===== config.mk =====
export PLATFORM = sky130hd
export DESIGN_NAME = proc_ctrl_fsm
export DESIGN_NICKNAME = d
export VERILOG_FILES = /design/src/rtl/proc_ctrl_fsm.sv
export SDC_FILE = /design/constraint.sdc
export NUM_CORES = 1
export LEC_CHECK = 0
export CAP_MARGIN = 20
export CORE_MARGIN = 1
export CORE_UTILIZATION = 23
export DETAILED_ROUTE_END_ITERATION = 6
export PLACE_DENSITY = 0.52
export SLEW_MARGIN = 5
export SYNTH_ARGS = -nofsm -noshare
export SYNTH_HDL_FRONTEND = slang
export SYNTH_SLANG_ARGS = --single-unit

===== constraint.sdc =====
create_clock -name Clock -period 1.81 [get_ports Clock]
set_input_delay 0.2715 -clock Clock [delete_from_list [all_inputs] [get_ports Clock]]
set_output_delay 0.2715 -clock Clock [all_outputs]
set_load 0.01 [all_outputs]

===== src/rtl/proc_ctrl_fsm.sv =====
// Control unit for the simple processor: captures IR from DIN, sequences T0..T3, drives decoder codes/enables and bus/ALU strobes.
// Latency: mv/mvi/reserved retire 1 cycle after capture, add/sub 3 cycles after capture; all outputs combinational from Tstep/IR.
// Backpressure: none; Run is sampled only in T0 and ignored elsewhere.
module proc_ctrl_fsm #(
    parameter int DW = 9
) (
    input  logic          Clock,
    input  logic          Resetn,
    input  logic          Run,
    input  logic [DW-1:0] DIN,
    output logic [8:0]    IRq,
    output logic [2:0]    RinW,
    output logic          RinEn,
    output logic [2:0]    RoutW,
    output logic          RoutEn,
    output logic          DINout,
    output logic          Ain,
    output logic          Gin,
    output logic          Gout,
    output logic          AddSub,
    output logic          Done
);

    typedef enum logic [1:0] {
        T0 = 2'd0,
        T1 = 2'd1,
        T2 = 2'd2,
        T3 = 2'd3
    } tstep_e;

    localparam logic [2:0] OP_MV  = 3'b000;
    localparam logic [2:0] OP_MVI = 3'b001;
    localparam logic [2:0] OP_ADD = 3'b010;
    localparam logic [2:0] OP_SUB = 3'b011;

    tstep_e     tstep_q, tstep_d;
    logic [8:0] ir_q, ir_d;

    logic [2:0] op_i, fld_x, fld_y;

    assign op_i  = ir_q[8:6];
    assign fld_x = ir_q[5:3];
    assign fld_y = ir_q[2:0];
    assign IRq   = ir_q;

    always_ff @(posedge Clock or negedge Resetn) begin
        if (!Resetn) begin
            tstep_q <= T0;
            ir_q    <= 9'd0;
        end else begin
            tstep_q <= tstep_d;
            ir_q    <= ir_d;
        end
    end

    always_comb begin
        tstep_d = tstep_q;
        ir_d    = ir_q;
        RinW    = 3'd0;
        RinEn   = 1'b0;
        RoutW   = 3'd0;
        RoutEn  = 1'b0;
        DINout  = 1'b0;
        Ain     = 1'b0;
        Gin     = 1'b0;
        Gout    = 1'b0;
        AddSub  = 1'b0;
        Done    = 1'b0;

        case (tstep_q)
            T0: begin
                if (Run) begin
                    ir_d    = DIN[8:0];
                    tstep_d = T1;
                end
            end
            T1: begin
                case (op_i)
                    OP_MV: begin
                        RoutW   = fld_y;
                        RoutEn  = 1'b1;
                        RinW    = fld_x;
                        RinEn   = 1'b1;
                        Done    = 1'b1;
                        tstep_d = T0;
                    end
                    OP_MVI: begin
                        DINout  = 1'b1;
                        RinW    = fld_x;
                        RinEn   = 1'b1;
                        Done    = 1'b1;
                        tstep_d = T0;
                    end
                    OP_ADD, OP_SUB: begin
                        RoutW   = fld_x;
                        RoutEn  = 1'b1;
                        Ain     = 1'b1;
                        tstep_d = T2;
                    end
                    default: begin
                        // reserved opcodes retire as a NOP
                        Done    = 1'b1;
                        tstep_d = T0;
                    end
                endcase
            end
            T2: begin
                RoutW   = fld_y;
                RoutEn  = 1'b1;
                Gin     = 1'b1;
                AddSub  = op_i[0];
                tstep_d = T3;
            end
            T3: begin
                Gout    = 1'b1;
                RinW    = fld_x;
                RinEn   = 1'b1;
                Done    = 1'b1;
                tstep_d = T0;
            end
            default: tstep_d = T0;
        endcase
    end

endmodule


==> results of run 1 <==
==> power by group <==
part / switching [mW] / internal [mW]
combinational: 0.555 / 0.783
clock: 0.0861 / 0.0854
sequential: 0.133 / 0.374
==> registers in the layout (all words and copies together), names as in the netlist, named ones only <==
register,cells
IRq,9
tstep_q,1
==> cells by family after synthesis <==
| group | count (synthesis) |
|---|---|
| multiplexers | 10 |
| flip-flops | 11 |
| buffers and inverters | 4 |
| adder cells (fa/ha/maj) | 5 |
| AO/OA/AOI/OAI | 8 |
| AND/OR/NAND/NOR | 16 |
==> area by class of cell <==
class                           count  area (sq um)  area share, %
Timing Repair Buffer               45         371.6          33.37
Sequential cell                    11         276.5          24.83
Clock buffer                        4         26.28          2.360
Inverter                            4         15.01          1.348
Tap cell                           30         37.54          3.371
Multi-Input combinational cell     39         386.6          34.72
==> metal layers <==
layer  routed length (microns)  vias up  share of wire (%)
li1                          -      286                  -
met1                       731      273                 41
met2                       901       21                 51
met3                       134        2                7.5
met4                        12        0               0.67
met5                         0        -                  0
==> critical path: stages (launching register included) <==
cell and delay (ns):
dfrtp_2 0.44, ha_4 0.17, nor2b_4 0.13, buf_6 0.12, a21oi_4 0.18, buf_6 0.12
nor2b_1 0.03, buf_2 0.13
==> cells in the final DEF (no fill, tap or decap), types with 3 or more instances in the layout <==
master           instances
clkdlybuf4s50_1         20
dlygate4sd2_1            3
buf_2                   10
dfrtp_1                 10
nor2b_1                  4
a32o_1                   3
clkbuf_4                 3
mux2_2                  10
buf_4                    9
==> through the flow <==
| step | power (mW) | cells | util [%] | hold slack [ns] | TNS, ns |
|---|---|---|---|---|---|
| 3_3_place_gp | 1.762 | 126 | 42.26 | 0.5261 | -1.066 |
| 3_5_place_dp | 1.773 | 126 | 42.26 | 0.5294 | -1.524 |
| 5_1_grt | 2.187 | 133 | 44.15 | 0.3751 | -0.7339 |
| 6_report | 2.016 | 133 | 44.15 | 0.3396 | -0.2141 |
| 2_1_floorplan | 1.071 | 54 | - | -0.02409 | 0 |
| 4_1_cts | 2.020 | 133 | 44.00 | 0.3698 | -0.2952 |
==> worst paths after layout <==
| check | slack, ns | startpoint | cells past startpoint | end |
|---|---|---|---|---|
| max | -0.06 | tstep_q[0]$_DFFE_PN0P_ | 7 | RinW[0] |
| min | 0.34 | Resetn | 1 | IRq[5]$_DFFE_PN0P_ |
| max reg2reg | 0.38 | flop | 6 | flop |
| min reg2reg | 0.54 | IRq[2]$_DFFE_PN0P_ | 1 | IRq[2]$_DFFE_PN0P_ |
| max in group asynchronous | 1.10 | Resetn | 1 | tstep_q[0]$_DFFE_PN0P_ |
| min in group Clock | 0.54 | IRq[2]$_DFFE_PN0P_ | 1 | IRq[2]$_DFFE_PN0P_ |
==> what timing repair did <==
action,4_1_cts,5_1_grt
hold endpoints to repair,0,0
cloned,0,0
buffers inserted,3,0
pin swaps,3,3
endpoints found under the setup margin,14,9
gates resized for setup,55,5
==> summary.md, run 1 <==
| Metric | Value |
|---|---|
| Status | `finished with violations` |
| Failing checks | `setup timing` |
| #FFs+latches synth | `11` |
| First-pass GRT wire length | `~2.8 mm` |
| Total die area | `slightly below 3000 sq um` |
| Die width | `about 54 microns` |
| Top-level I/O count | `35` |
| Syn nets | `71` |
| Synth area leader | `dfrtp_1` |
| Compound-gate portion of the synthesized area | `under 10%` |
| Die H | `about 54 microns` |
| Iteration-0 DRC Markers | `3` |
| Fillers | `273` |
| CTS Hold Buffers Added | `0` |
| Final net count | `approximately 120` |
| Min Tclk post-route | `1.867 ns` |
| Required time of the critical path | `1.54 ns` |
| DRC Markers | `0` |
| Final slew viol count | `0` |
| TritonCTS clock tree | `done` |
| CP Capture Type | `output pin` |
| Share of the synthesized area in the top cell type | `between 40% and 50%` |
| Clk slew on worst S/H paths | `~0.070 ns` |
| Seq/Total Area, Yosys | `a little over two fifths` |
| Total GRT Usage | `between 10 and 15%` |
| Synth Area in Simple Gates | `between 10% and 20%` |
| Post-synth EDFFs | `0` |
| Achievable Freq | `between 500 and 600 MHz` |
| First-pass DRT Iterations | `3` |
| Post-Syn Instances | `between 50 and 60` |
| Final Hold Violating Endpoints | `0` |
| Mux cell area share after synthesis | `between 10% and 20%` |
| CTS H-tree lvls | `1` |
| Leakage | `around 0.53 nW` |
| Met2 Use GR | `around a quarter` |
| Cts bufs inserted | `3` |
| Routed WL | `between 1.5 and 2 mm` |
| Synth Area in Adders | `under 10%` |
| Most frequent cell after synthesis | `dfrtp_1` |
| Final worst slack | `-0.05668 ns` |
| Worst-Margin Slew | `between 0.5 and 0.6 ns` |
| Relative slew slack | `65.20%` |
| Initial antenna violation count | `0` |
| RSZ-0062 raised after global routing | `yes` |
| Post-Place Worst Slack | `-0.2308 ns` |
| Ys Warns | `0` |
| Max_cap viols | `0` |
| Antenna Violating Nets Remaining | `0` |
| Area after DPL | `around 1100 sq um` |
| Worst path arrival time | `approximately 1.6 ns` |
| Mean Syn Cell Area | `11.63 sq um` |
| Antenna diodes | `0` |
| Fin area | `~1100 sq um` |
| HP Class | `in2async` |
| Routed via count | `between 500 and 600` |
| Final HPWL from detailed placement | `~1.3 mm` |
| Layout cells sized above 1 | `approximately 47%` |
| Cell Rows | `18` |
| WS Path Type | `reg2out` |
| Power Dens Cells | `roughly 1800 nW/um^2` |
| Pin count of the biggest net entering global routing | `12` |
| Most common library cells after synthesis | `dfrtp_1, mux2_2, ha_1, nor2b_1, inv_1` |
| M1 GR Usage | `16.52%` |
| Routed WL per cell | `about 13 microns` |
| Total core area | `between 2000 and 3000 sq um` |
| Cell variety after synth | `18` |
| Vias in the first global route | `596` |
| Met3 usage in global routing | `under 10%` |
| # port buffers | `34` |
| Startpoint Class | `flop` |
| Max Clock Skew | `just under 0.004 ns` |
| GRT Residual Overflow | `0` |
| Xor/xnor cell area share of the yosys netlist | `0%` |
| Number of vias per cell | `4.376` |
| Initial Util | `around 25%` |
| Synthesis-to-finish area growth | `77.29%` |
| Most Crowded Layer GR | `met2` |
| Crit-path max FO | `4` |
| CTS Root Cell | `clkbuf_4` |
| Maximum vdd drop | `0.7738 mV` |
| Main combinational cell family by area after synthesis | `multiplexers` |
| CTS Sinks | `11` |
| Synth area leaders | `dfrtp_1, mux2_2, ha_1` |
| GPL Wtd Cong | `~0.7` |
| CTS Buffer Depth | `2` |
| Final setup vio count | `4` |
| Final cycle utilization of the critical path | `103.1%` |
| Top FF cell, synth | `dfrtp_1` |
| Mapped Area | `around 630 sq um` |
| Clk_lat worst skew | `about 0.27 ns` |
| Ys async rst share | `100.0%` |
Power figures use the tool's default switching activity.
==> run 2, diff against run 1 <==
- ABC_AREA: default -> 1
- CORE_MARGIN: 1 -> 2
- HOLD_SLACK_MARGIN: default -> 0.08
- PLACE_DENSITY: 0.52 -> 0.5
==> run 2 against run 1 <==
Net effect:
- largest power group unchanged
- critical endpoint is now RinW[2]
- sequential cell count stayed put
- highest routed layer unchanged
- global-route usage fell by 2.2 points
- the flow now finishes without violations
- clock power barely moved
- setup slack gained 0.077 ns
- largest cell class unchanged
- cell count rose by 26%
- clock skew grew 0.0012 ns
- synthesized cell count rose by 65%
==> summary.md, run 2 <==
| Metric | Value |
|---|---|
| Status | `finished, final reports clean` |
| Worst-Margin Slew | `0.5461 ns` |
| Metal3 WL | `153 microns` |
| Post-Syn Instances | `89` |
| CTS Buffer Depth | `2` |
| Total GRT Usage | `between 10 and 15%` |
| Final cycle utilization of the critical path | `98.86%` |
| Vias in the first global route | `around 720` |
| Routed WL | `about 2.0 mm` |
| Number of vias per cell | `roughly 4.2` |
| CTS Hold Buffers Added | `0` |
| Syn nets | `roughly 110` |
| Initial Util | `24.36%` |
| Crit-path cells | `buf_4 -> ha_2 -> inv_2 -> nand2_2 -> inv_2 -> nor2_1 -> clkdlybuf4s15_2` |
| Ys async rst share | `100.0%` |
| Clk_lat worst skew | `between 0.2 and 0.3 ns` |
| Final std cells w/o fill | `167` |
| Crit-path max FO | `3` |
| Synth area leader | `dfrtp_1` |
| Min Tclk post-route | `between 1.5 and 2 ns` |
| CTS H-tree lvls | `1` |
| Final worst slack | `between 0.02 and 0.025 ns` |
| Top FF cell, synth | `dfrtp_1` |
| Leakage | `0.5987 nW` |
| WP buf/inv | `4` |
| First-pass GRT wire length | `~3 mm` |
| Post-synth EDFFs | `0` |
| Die H | `a little under 60 microns` |
| Iteration-0 DRC Markers | `14` |
| RSZ-0062 raised after global routing | `yes` |
| Final Hold Violating Endpoints | `0` |
| WS Path Type | `reg2out` |
| Final setup vio count | `0` |
| CTS Root Cell | `clkbuf_4` |
| DRC Markers | `0` |
| Met1 WL | `about 900 microns` |
| TritonCTS clock tree | `done` |
| Routed WL per cell | `12.16 microns` |
| First-pass DRT Iterations | `4` |
| Final net count | `154` |
| Util after Layout | `a little over two fifths` |
| Most frequent cell after synthesis | `nor2_1` |
| Routed via count | `around 700` |
| Commonest non-fill, non-tap cell in the layout | `nor2_1` |
| Top-level I/O count | `35` |
| Max Clock Skew | `0.005104 ns` |
| Cell mode on critical path | `inv_2` |
| Final slew viol count | `0` |
| Pin count of the biggest net entering global routing | `12` |
| Mean Syn Cell Area | `roughly 7.5 sq um` |
| Antenna diodes | `0` |
| Seq/Total Area, Yosys | `just over 40%` |
| Share of the synthesized area in the top cell type | `a little over 40%` |
| GPL Wtd Cong | `~0.82` |
| Clk slew on worst S/H paths | `around 0.08 ns` |
| Max reg flops | `9` |
| Cts bufs inserted | `3` |
| Most common library cells after synthesis | `nor2_1, inv_1, nand2_1, dfrtp_1, a21oi_1` |
| Slowest cell on the critical path | `dfrtp_2` |
| Most frequent cells in the layout | `nor2_1, clkdlybuf4s50_1, nand2_1` |
| Worst path arrival time | `1.52 ns` |
| Antenna Violating Nets Remaining | `0` |
| CP Capture Type | `output pin` |
| Total die area | `between 3000 and 4000 sq um` |
| Initial antenna violation count | `0` |
| R2r setup slk | `0.38 ns` |
| Cell Rows | `19` |
| GRT Residual Overflow | `0` |
| Max_cap viols | `0` |
| HP Class | `in2async` |
| Synthesis-to-finish area growth | `73.37%` |
| Die width | `between 50 and 60 microns` |
| Mapped Area | `roughly 670 sq um` |
| # port buffers | `34` |
| Cell variety after synth | `15` |
| Startpoint Class | `flop` |
| Post-Place Worst Slack | `-0.1291 ns` |
| Top Layer Used | `met4` |
| CTS Sinks | `11` |
| CP delay by family, top | `buffers and inverters` |
| Layout cells sized above 1 | `around 27%` |
| Dpl cells | `about 160` |
| #FFs+latches synth | `11` |
| Relative slew slack | `between 60% and 70%` |
| Length of routed met2 wiring | `roughly 900 microns` |
| Ys Warns | `0` |
| Total core area | `2758 sq um` |
| Final HPWL from detailed placement | `around 1.5 mm` |
| CP max stage delay | `approximately 0.46 ns` |
| Maximum vdd drop | `around 0.93 mV` |
| Achievable Freq | `558.9 MHz` |
| Synth area leaders | `dfrtp_1, nor2_1, ha_1` |
| Power Dens Cells | `approximately 1500 nW/um^2` |
| Required time of the critical path | `about 1.5 ns` |
-- run 2: cell count changes in the layout (fill, tap and decap cells not counted), sizes merged, moves of 3 or more --
cell	delta
a21oi	+4
a32o	-3
buf	-4
clkdlybuf4s15	+3
inv	+11
mux2	-7
nand2	+15
nand4	+3
nor2	+20
nor2b	-6
-- run 2: cells by family (layout without fill, tap and decap cells) --
group | Yosys count | after routing | synth area share [%]
AO/OA/AOI/OAI | 9 | 9 | 6.703
flip-flops | 11 | 11 | 40.97
AND/OR/NAND/NOR | 45 | 45 | 28.49
buffers and inverters | 16 | 63 | 9.497
multiplexers | 3 | 3 | 5.028
adder cells (fa/ha/maj) | 5 | 5 | 9.311
-- run 2: path summary, 6_finish.rpt --
check,startpoint,end,cells after the start
min reg2reg,IRq[5]$_DFFE_PN0P_,IRq[5]$_DFFE_PN0P_,2
min,Resetn,IRq[2]$_DFFE_PN0P_,1
max in group asynchronous,Resetn,tstep_q[0]$_DFFE_PN0P_,1
max reg2reg,flop,IRq[2]$_DFFE_PN0P_,5
max,tstep_q[0]$_DFFE_PN0P_,RinW[2],7
min in group Clock,DIN[7],IRq[7]$_DFFE_PN0P_,3
-- run 2: cell type report --
class / instances / area [sq um]
Clock buffer: 3 / 22.52
Clock inverter: 1 / 5.005
Fill cell: 284 / 1593
Inverter: 15 / 58.81
Multi-Input combinational cell: 62 / 382.9
Sequential cell: 11 / 276.5
Tap cell: 31 / 38.79
Timing Repair Buffer: 44 / 380.4
-- run 2: what timing repair did --
item                                    CTS  global route
setup buffers                             1             0
cloned                                    0             0
endpoints found under the setup margin   13            10
resized for setup                        44            10
pin swaps                                 2             3
-- run 2: power by group --
| group | switching (mW) | internal, mW |
|---|---|---|
| Combinational | 0.558 | 0.580 |
| Clock | 0.0912 | 0.0819 |
| Sequential | 0.116 | 0.362 |
-- run 2: routing by layer --
layer,vias to the layer above,track usage [%]
met3,4,6.027
met1,297,14.79
met4,0,2.990
met5,-,0
met2,22,18.67
li1,372,-
-- run 2: metrics by stage --
stage,TNS (ns),hold WS (ns),instance area [sq um],power [mW]
final,0,0.3469,1165,1.790
after global routing,-0.1402,0.3846,1165,1.937
after CTS,0,0.3650,1162,1.763
after detailed placement,-0.8607,0.5573,1111,1.569
after global placement,-0.5601,0.5607,1111,1.563
after floorplan,0,-0.02409,671.9,0.9612
==> run 3, diff against run 2 <==
- ABC_AREA: 1 -> default
- PLACE_DENSITY: 0.5 -> 0.52
==> run 3 against run 2 <==
Net effect:
- clock power about the same
- sequential share of layout area is 0.60 points higher
- worst hold slack got worse by 0.0087 ns
- clock skew fell by 0.0036 ns
- routed wire length is 12% lower
- critical path depth fell by 1
- cell count is 20% lower
- combinational power grew 23%
- clock-buffer cell count increased by 1
- highest routed layer is now met3
- the run now ends with setup timing left
- setup slack worse by 0.12 ns
==> summary.md, run 3 (synthesis gave the netlist of run 1 again) <==
| Metric | Value |
|---|---|
| Leakage | `~0.55 nW` |
| GRT Residual Overflow | `0` |
| Die width | `roughly 56 microns` |
| Maximum vdd drop | `roughly 0.94 mV` |
| Clock power share | `around 8.4%` |
| Die H | `~56 microns` |
| Routed WL per cell | `~13 microns` |
| Number of vias per cell | `about 4.4` |
| Max reg flops | `9` |
| Layout cells sized above 1 | `47.12%` |
| First-pass GRT wire length | `slightly below 3 mm` |
| Final HPWL from detailed placement | `about 1.4 mm` |
| Routed WL | `1.779 mm` |
| Routed via count | `slightly below 600` |
| Util after Layout | `around 45%` |
| Area occupied by multi-input gates | `roughly 390 sq um` |
| R2r setup slk | `about 0.41 ns` |
| Cell depth of the worst flop-to-flop path | `6` |
| Most frequent cells in the layout | `clkdlybuf4s50_1, dfrtp_1, mux2_2, buf_2, buf_4` |
| Max Clock Skew | `~0.0015 ns` |
| Worst path arrival time | `between 1.5 and 2 ns` |
| Final hold slack | `between 0.3 and 0.4 ns` |
| Final net count | `122` |
| RSZ-0062 raised after global routing | `yes` |
| Final setup vio count | `3` |
| # port buffers | `34` |
| Cts bufs inserted | `3` |
| Top-level I/O count | `35` |
| HP Class | `in2async` |
| CTS Root Cell | `clkbuf_4` |
| CTS Sinks | `11` |
| Pint | `~1.3 mW` |
| Combinational share of power | `about two thirds` |
| DRC Markers | `0` |
| Required time of the critical path | `between 1.5 and 2 ns` |
| Failing checks | `setup timing` |
| Crit-path max FO | `3` |
| Vias in the first global route | `between 600 and 700` |
| Final std cells w/o fill | `around 130` |
| Setup TNS | `-0.2700 ns` |
| Total core area | `around 2500 sq um` |
| Antenna Violating Nets Remaining | `0` |
| Achievable Freq | `524.2 MHz` |
| Initial Util | `24.90%` |
| Final slew viol count | `0` |
| Commonest non-fill, non-tap cell in the layout | `clkdlybuf4s50_1` |
| Initial antenna violation count | `0` |
| Final cycle utilization of the critical path | `105.4%` |
| Register area | `275.3 sq um` |
| Pin count of the biggest net entering global routing | `12` |
| Power Dens Cells | `1826 nW/um^2` |
| Total die area | `approximately 3200 sq um` |
| Flop pwr share | `23.9%` |
| GPL Wtd Cong | `~0.7` |
| Clk_lat worst skew | `0.27 ns` |
| Cell Rows | `18` |
| CTS H-tree lvls | `1` |
| Fillers | `259` |
| Dpl cells | `129` |
| Startpoint Class | `flop` |
| CTS Buffer Depth | `2` |
| Final Hold Violating Endpoints | `0` |
| TritonCTS clock tree | `done` |
| Relative slew slack | `65.71%` |
| Min Tclk post-route | `~1.9 ns` |
| Iteration-0 DRC Markers | `4` |
| WS Path Type | `reg2out` |
| Switching pwr | `0.7875 mW` |
| Total GRT Usage | `11.90%` |
| First-pass DRT Iterations | `3` |
| Synthesis-to-finish area growth | `80.08%` |
| Sw Share | `a little under two fifths` |
| Antenna diodes | `0` |
| Max_cap viols | `0` |
| Worst-Margin Slew | `0.5127 ns` |
| Final worst slack | `-0.09755 ns` |
| Status | `finished with violations` |
| Clk slew on worst S/H paths | `0.08 ns` |
| CP Capture Type | `output pin` |
## run 3: cell count changes in the layout (fill, tap and decap cells not counted), moves of 4 or more
| cell | change |
|---|---|
| a21oi_1 | -6 |
| inv_1 | -9 |
| mux2_2 | +7 |
| nand2_1 | -14 |
| nor2_1 | -20 |
| nor2b_1 | +4 |
## run 3: final cells by class
cell class	count	share of cell area, %
Sequential cell	11	24.34
Multi-Input combinational cell	39	34.29
Clock buffer	4	2.323
Tap cell	30	3.319
Inverter	4	1.327
Timing Repair Buffer	46	34.40
## run 3: power by group through the flow
stage | sequential, mW | combinational [mW] | clock [mW]
global route | 0.517 | 1.51 | 0.199
detailed placement | 0.488 | 1.35 | 0
finish | 0.493 | 1.40 | 0.174
global placement | 0.484 | 1.35 | 0
floorplan | 0.524 | 0.547 | 0
CTS | 0.492 | 1.41 | 0.184
## run 3: repair_timing
action | in CTS | in global routing
pin swaps | 3 | 1
setup buffers | 2 | 1
hold buffers | 0 | 0
endpoints found under the setup margin | 14 | 12
resized for setup | 57 | 8
## run 3: per-stage QoR
step | instance area [sq um] | setup WS (ns) | power (mW)
final | 1131 | -0.09755 | 2.065
after global routing | 1131 | -0.1535 | 2.227
after CTS | 1124 | -0.1290 | 2.084
after detailed placement | 1089 | -0.2405 | 1.842
after global placement | 1089 | -0.1860 | 1.830
after floorplan | 628.1 | 0.3049 | 1.071
## run 3: how the worst max path moves through the flow
| stage | start | to | cells after the start |
|---|---|---|---|
| floorplan | flop | RoutW[0] | 5 |
| global placement | tstep_q[0]$_DFFE_PN0P_ | RoutW[2] | 6 |
| detailed placement | flop | RoutW[0] | 6 |
| CTS | tstep_q[0]$_DFFE_PN0P_ | RoutW[0] | 6 |
| global route | tstep_q[0]$_DFFE_PN0P_ | RoutW[1] | 6 |
| finish | tstep_q[0]$_DFFE_PN0P_ | RoutW[1] | 6 |
## run 3: layer usage
layer	part of all wire, %	routed length (microns)	track usage (%)	vias up
met3	6.6	117	5.530	0
met5	0	0	0	-
met4	0	0	2.041	0
met1	46	824	15.46	273
met2	47	836	18.32	22
li1	-	-	-	292
## run 3: critical path: stages (launching register included)
cell,delay [ns]
dfrtp_1,0.43
ha_4,0.18
buf_6,0.11
and3b_4,0.17
and2_4,0.14
a32o_1,0.21
buf_2,0.14
